## config.mk

```make
export PLATFORM = sky130hd
export DESIGN_NAME = uart_tx_fifo
export DESIGN_NICKNAME = d
export VERILOG_FILES = /design/src/rtl/uart_tx_fifo.sv
export SDC_FILE = /design/constraint.sdc
export NUM_CORES = 1
export LEC_CHECK = 0
export BUFFER_PORTS_ARGS = -buffer_cell sky130_fd_sc_hd__buf_4
export CAP_MARGIN = 20
export CORE_AREA = 2 2 140 142
export CTS_BUF_LIST = sky130_fd_sc_hd__clkbuf_8 sky130_fd_sc_hd__clkbuf_16
export DETAILED_ROUTE_END_ITERATION = 10
export DIE_AREA = 0 0 142 144
export PLACE_DENSITY = 0.41
export SETUP_SLACK_MARGIN = 0.02
export SLEW_MARGIN = 10
export SYNTH_ARGS = -nofsm -noshare
export SYNTH_HDL_FRONTEND = slang
export SYNTH_SLANG_ARGS = --single-unit
```

## constraint.sdc

```tcl
create_clock -name CLK -period 3.3 [get_ports CLK]
set_clock_uncertainty 0.1 [all_clocks]
set_input_delay 0.33 -clock CLK [delete_from_list [all_inputs] [get_ports CLK]]
set_output_delay 0.33 -clock CLK [all_outputs]
set_load 0.01 [all_outputs]
```

## src/rtl/uart_tx_fifo.sv

```systemverilog
// uart_tx_fifo: FIFO-buffered UART transmitter.
// Words written through WR_EN/WR_DATA queue in a small FIFO. The transmitter
// pops one word whenever it is idle, latches the line configuration with it,
// and shifts out start, data (LSB first), optional parity and one or two stop
// bits. Each bit lasts BAUD_DIV+1 clock cycles.
module uart_tx_fifo #(
  parameter int DATA_WIDTH = 8,
  parameter int FIFO_DEPTH = 8,
  parameter int DIV_WIDTH  = 16
) (
  input  logic                  CLK,
  input  logic                  RST,
  input  logic [DIV_WIDTH-1:0]  BAUD_DIV,
  input  logic                  PAR_EN,
  input  logic                  PAR_TYP,
  input  logic                  STOP2,
  input  logic                  WR_EN,
  input  logic [DATA_WIDTH-1:0] WR_DATA,
  output logic                  FULL,
  output logic                  EMPTY,
  output logic                  OVERFLOW,
  output logic                  TX_OUT,
  output logic                  BUSY
);

  localparam int PTR_W = $clog2(FIFO_DEPTH);
  localparam int CNT_W = PTR_W + 1;
  localparam int IDX_W = $clog2(DATA_WIDTH);
  localparam logic [IDX_W-1:0] LAST_IDX  = IDX_W'(DATA_WIDTH - 1);
  localparam logic [CNT_W-1:0] DEPTH_CNT = CNT_W'(FIFO_DEPTH);

  typedef enum logic [2:0] {
    S_IDLE,
    S_START,
    S_DATA,
    S_PARITY,
    S_STOP
  } state_t;

  // FIFO storage and bookkeeping
  logic [DATA_WIDTH-1:0] r_mem [FIFO_DEPTH];
  logic [PTR_W-1:0]      r_wr_ptr;
  logic [PTR_W-1:0]      r_rd_ptr;
  logic [CNT_W-1:0]      r_count;
  logic                  r_full;
  logic                  r_empty;
  logic                  r_overflow;
  logic [CNT_W-1:0]      w_count_nxt;
  logic                  w_wr;
  logic                  w_pop;

  // Frame registers, loaded when a word is popped
  logic [DATA_WIDTH-1:0] r_shift;
  logic                  r_par_bit;
  logic                  r_par_en;
  logic                  r_stop2;
  logic [DIV_WIDTH-1:0]  r_div;
  logic                  w_shift;

  // Transmitter FSM
  state_t                r_state;
  state_t                w_state_nxt;
  logic [DIV_WIDTH-1:0]  r_tmr;
  logic [DIV_WIDTH-1:0]  w_tmr_nxt;
  logic [IDX_W-1:0]      r_idx;
  logic [IDX_W-1:0]      w_idx_nxt;
  logic                  r_tx;
  logic                  w_tx_nxt;
  logic                  w_bit_end;

  // A write is accepted only when there is room; a pop in the same cycle does not help.
  assign w_wr      = WR_EN & ~r_full;
  assign w_bit_end = (r_tmr == r_div);

  // Occupancy after this cycle's write and pop.
  always_comb begin
    w_count_nxt = r_count;
    case ({w_wr, w_pop})
      2'b10:   w_count_nxt = r_count + CNT_W'(1);
      2'b01:   w_count_nxt = r_count - CNT_W'(1);
      default: w_count_nxt = r_count;
    endcase
  end

  // FIFO storage write port.
  // NOTE: the memory array has no reset; occupancy is tracked by pointers and
  // count, so stale contents are never read and a reset on the array would
  // only prevent it mapping onto RAM.
  always_ff @(posedge CLK) begin
    if (w_wr) begin
      r_mem[r_wr_ptr] <= WR_DATA;
    end
  end

  // FIFO pointers, count, registered flags and overflow pulse.
  // NOTE: all clocked state uses non-blocking assignments so every register
  // samples the pre-edge values of the others, independent of statement order.
  always_ff @(posedge CLK or negedge RST) begin
    if (!RST) begin
      r_wr_ptr   <= '0;
      r_rd_ptr   <= '0;
      r_count    <= '0;
      r_full     <= 1'b0;
      r_empty    <= 1'b1;
      r_overflow <= 1'b0;
    end else begin
      if (w_wr) begin
        r_wr_ptr <= r_wr_ptr + PTR_W'(1);
      end
      if (w_pop) begin
        r_rd_ptr <= r_rd_ptr + PTR_W'(1);
      end
      r_count    <= w_count_nxt;
      r_full     <= (w_count_nxt == DEPTH_CNT);
      r_empty    <= (w_count_nxt == '0);
      r_overflow <= WR_EN & r_full;
    end
  end

  // Frame latch on pop, then shift data right as each data bit completes.
  always_ff @(posedge CLK or negedge RST) begin
    if (!RST) begin
      r_shift   <= '0;
      r_par_bit <= 1'b0;
      r_par_en  <= 1'b0;
      r_stop2   <= 1'b0;
      r_div     <= '0;
    end else if (w_pop) begin
      r_shift   <= r_mem[r_rd_ptr];
      r_par_bit <= (^r_mem[r_rd_ptr]) ^ PAR_TYP;
      r_par_en  <= PAR_EN;
      r_stop2   <= STOP2;
      r_div     <= BAUD_DIV;
    end else if (w_shift) begin
      r_shift   <= r_shift >> 1;
    end
  end

  // FSM state, bit timer, bit index and registered serial output.
  always_ff @(posedge CLK or negedge RST) begin
    if (!RST) begin
      r_state <= S_IDLE;
      r_tmr   <= '0;
      r_idx   <= '0;
      r_tx    <= 1'b1;
    end else begin
      r_state <= w_state_nxt;
      r_tmr   <= w_tmr_nxt;
      r_idx   <= w_idx_nxt;
      r_tx    <= w_tx_nxt;
    end
  end

  // Next state, next line level and pop/shift strobes. The line level is
  // computed for the coming state so TX_OUT changes together with the state.
  // NOTE: every output of this block gets a default first; a path that left
  // one unassigned would infer a latch.
  always_comb begin
    w_state_nxt = r_state;
    w_tmr_nxt   = r_tmr + DIV_WIDTH'(1);
    w_idx_nxt   = r_idx;
    w_tx_nxt    = r_tx;
    w_pop       = 1'b0;
    w_shift     = 1'b0;
    unique case (r_state)
      S_IDLE: begin
        w_tmr_nxt = '0;
        w_tx_nxt  = 1'b1;
        if (!r_empty) begin
          w_pop       = 1'b1;
          w_state_nxt = S_START;
          w_idx_nxt   = '0;
          w_tx_nxt    = 1'b0;
        end
      end
      S_START: begin
        if (w_bit_end) begin
          w_state_nxt = S_DATA;
          w_tmr_nxt   = '0;
          w_tx_nxt    = r_shift[0];
        end
      end
      S_DATA: begin
        if (w_bit_end) begin
          w_tmr_nxt = '0;
          if (r_idx == LAST_IDX) begin
            w_idx_nxt = '0;
            if (r_par_en) begin
              w_state_nxt = S_PARITY;
              w_tx_nxt    = r_par_bit;
            end else begin
              w_state_nxt = S_STOP;
              w_tx_nxt    = 1'b1;
            end
          end else begin
            w_idx_nxt = r_idx + IDX_W'(1);
            w_shift   = 1'b1;
            w_tx_nxt  = r_shift[1];
          end
        end
      end
      S_PARITY: begin
        if (w_bit_end) begin
          w_state_nxt = S_STOP;
          w_tmr_nxt   = '0;
          w_idx_nxt   = '0;
          w_tx_nxt    = 1'b1;
        end
      end
      S_STOP: begin
        if (w_bit_end) begin
          w_tmr_nxt = '0;
          if (r_stop2 && (r_idx == '0)) begin
            w_idx_nxt = IDX_W'(1);
          end else begin
            w_state_nxt = S_IDLE;
            w_tx_nxt    = 1'b1;
          end
        end
      end
      default: begin
        w_state_nxt = S_IDLE;
        w_tx_nxt    = 1'b1;
      end
    endcase
  end

  assign FULL     = r_full;
  assign EMPTY    = r_empty;
  assign OVERFLOW = r_overflow;
  assign TX_OUT   = r_tx;
  assign BUSY     = (r_state != S_IDLE) | ~r_empty;

endmodule
```

==> results.cfg <==
[power]
ir_drop_mv = 0.393
power_leakage_nw = 2.78
powerDensity_mw_per_mm2 = 955
p_switching_w = 0.00229
switching_share = 0.346
seqPwrFrac = 0.370
intPower_w = 0.00433
combPwrFrac = 0.350
clockPowerShare = 0.280

[clock_network]
cts_inserted_buffers = 17
cts_tree = yes
cts.sinks = 127
htreeDepth = 4
clockRootBuffer = clkbuf_16
clkTransAtPathRegs_ns = 0.06
clk_latency_ns = 0.42
clock_path_buffers = 2

[logic_synthesis]
ys_warn_count = 0
ys_seq_area_frac = 0.624
synth_area_leaders = edfxtp_1 (34%), dfrtp_1 (27%), nand2_1 (5.4%)
synth_cells = 429
synth_xor_area_frac = 0.0770
syn_nets = 467
async_flop_share = 0.496
yosys.area.top_type_share = 0.343
synth.distinct_cells = 51
synth-compound-area-share = 0.0448
synthAdderAreaFrac = 0.0196
synth_largest_area_cell = edfxtp_1
muxShareOfSynthArea = 0.0888
synth_top_family_by_area = simple AND/OR/NAND/NOR gates
syn_avg_cell_area_um2 = 13.1
ys.flop_type = edfxtp_1
synth-edff-count = 64
synthSimpleGateAreaFrac = 0.124
netlist_area_mm2 = 0.00561
ys_ff_latch = 127

[sta]
hold_ws_ns = 0.0232
layout_setup_ws_ns = 0.585
rsz0062_at_grt = false
finalCritPeriodShare = 0.823
fin_crit_ns = 2.72
max_slew_margin = 0.444
worst_slew_pin_slew_ns = 0.828
report.final.hold_viol_count = 0
max_freq_mhz = 368
setup_viol = 0
fin_tns_setup_ns = 0
drv_slew = 0

[flow_run]
maxCapViolCount = 0

[critical_path]
cp-end-kind = register
crit_path_max_fanout = 13
crit_arrival_ns = 2.93
cp_data_required_time_ns = 3.52
setup.worst_path.class = register to register
startpoint_type = register

[detailed_routing]
drt_wl_total_um = 11600
post_drt_wl_per_cell_um = 15.5
via_per_inst = 4.50
drcViolationCount = 0
ant_nets = 0
dr.pass1.iters = 4
drt_iter0_drc = 180
num_vias = 3360

[place]
post-place-ws_ns = 0.606
place_hpwl_um = 7640
place_congestion = 0.765
place_area_mm2 = 0.00620
port_buffers = 34

[floorplan]
die_y_um = 144
dieArea_mm2 = 0.0204
io_pins = 35
coreArea_mm2 = 0.0191
dieWidth_um = 142
initial_core_util = 0.294
num_rows = 51

[cells_and_area]
layout.nets = 534
antenna_cells = 0
layout_commonest_cell = nand2_1
drive_gt1_frac = 0.206
finalInstanceArea_mm2 = 0.00693
layout.cells.most_common_list = nand2_1 (81), edfxtp_1 (64), dfrtp_1 (61)
area_growth_syn_to_layout_pct = 23.6

[global_route]
grt_max_degree = 64
grt_pass1_wl_um = 19000
gr-usage-all-layers = 0.125
antenna_found_initial = 0
grt_pass1_vias = 3582
grt-ovfl-total = 0

[outcome]
outcome = finished clean

[hold_path]
min-delay-path-class = input pin to register
==> cell type report <==
class                      count  area [um^2]
clock buffer                  17          425
inverter                      10         37.5
timing repair buffer          63          508
sequential                   127         3500
fill                        1814        12100
clock inverter                15          163
multi-input combinational    277         2000
tap                          238          298
==> layer usage <==
layer  part of all wire  vias to the layer above  global-route usage
met5                  0                        -                   0
li1                   -                     1662                   -
met2               0.49                       46               0.211
met3              0.029                       15              0.0338
met1               0.46                     1637               0.152
met4              0.014                        0              0.0489
==> critical path, stage by stage, from the launching register on <==
cell and delay [ns]:
dfrtp_1 0.50, or4_1 0.60, inv_2 0.14, nand2_1 0.13, xnor2_1 0.15, ha_1 0.18, a21oi_1 0.15, xnor2_1 0.13
nor2_1 0.06, xor2_1 0.18, nor4_1 0.29
==> power groups by stage <==
stage / clock network (W) / registers [W] / logic (W)
4_1_cts: 0.00190 / 0.00246 / 0.00239
3_3_place_gp: 0 / 0.00248 / 0.00235
6_report: 0.00185 / 0.00245 / 0.00232
2_1_floorplan: 0 / 0.00232 / 0.00190
5_1_grt: 0.00197 / 0.00252 / 0.00262
3_5_place_dp: 0 / 0.00248 / 0.00237
==> flip-flops by register name, summed over array words and instances, names as in the netlist <==
signal,count
r_mem,64
r_div,16
r_tmr,16
r_shift,8
r_count,4
r_idx,3
r_rd_ptr,3
r_state,3
r_wr_ptr,3
EMPTY,1
FULL,1
OVERFLOW,1
TX_OUT,1
r_par_bit,1
r_par_en,1
r_stop2,1
==> synthesized netlist by cell type, types with 4 or more instances <==
| cell type | instances |
|---|---|
| a211oi_1 | 5 |
| a21oi_1 | 11 |
| and3_1 | 4 |
| clkbuf_1 | 8 |
| dfrtp_1 | 61 |
| edfxtp_1 | 64 |
| ha_1 | 8 |
| inv_1 | 8 |
| mux2i_1 | 6 |
| mux4_1 | 5 |
| mux4_2 | 11 |
| nand2_1 | 81 |
| nand3_1 | 11 |
| nand4_1 | 4 |
| nor2_1 | 35 |
| nor3_1 | 7 |
| o21ai_0 | 5 |
| o21ai_1 | 4 |
| xnor2_1 | 30 |
| xor2_1 | 13 |
==> logic make-up after synthesis <==
| kind of cell | after synthesis |
|---|---|
| fa+ha+maj | 9 |
| buf+inv | 25 |
| compound gates | 38 |
| mux | 26 |
| flops | 127 |
| simple gates | 158 |
| xor+xnor | 46 |
==> path summary, 6_finish.rpt <==
| check | startpoint | to | slack [ns] | cells past startpoint |
|---|---|---|---|---|
| setup / recovery | r_state[1] | FULL | 0.58 | 10 |
| hold / removal | STOP2 | r_stop2 | 0.02 | 3 |
| setup reg to reg | r_state[1] | FULL | 0.58 | 10 |
| hold reg to reg | r_shift[2] | r_shift[2] | 0.38 | 1 |
| max in group asynchronous | RST | r_tmr[8] | 2.08 | 2 |
| min in group asynchronous | RST | r_div[14] | 0.44 | 2 |
==> timing repair <==
action / in CTS / in global routing
endpoints found under the hold margin: 74 / 0
gates resized for setup: 0 / 0
hold buffers: 14 / 0
buffers inserted: 0 / 0
==> stage by stage <==
stage	std cells	utilization	total power, W
finish	747	0.363	0.00662
global route	747	0.363	0.00710
CTS	747	0.363	0.00675
detailed placement	701	0.325	0.00485
global placement	701	0.325	0.00483
floorplan	429	-	0.00422
No activity file was read; power rests on OpenSTA's default activity.
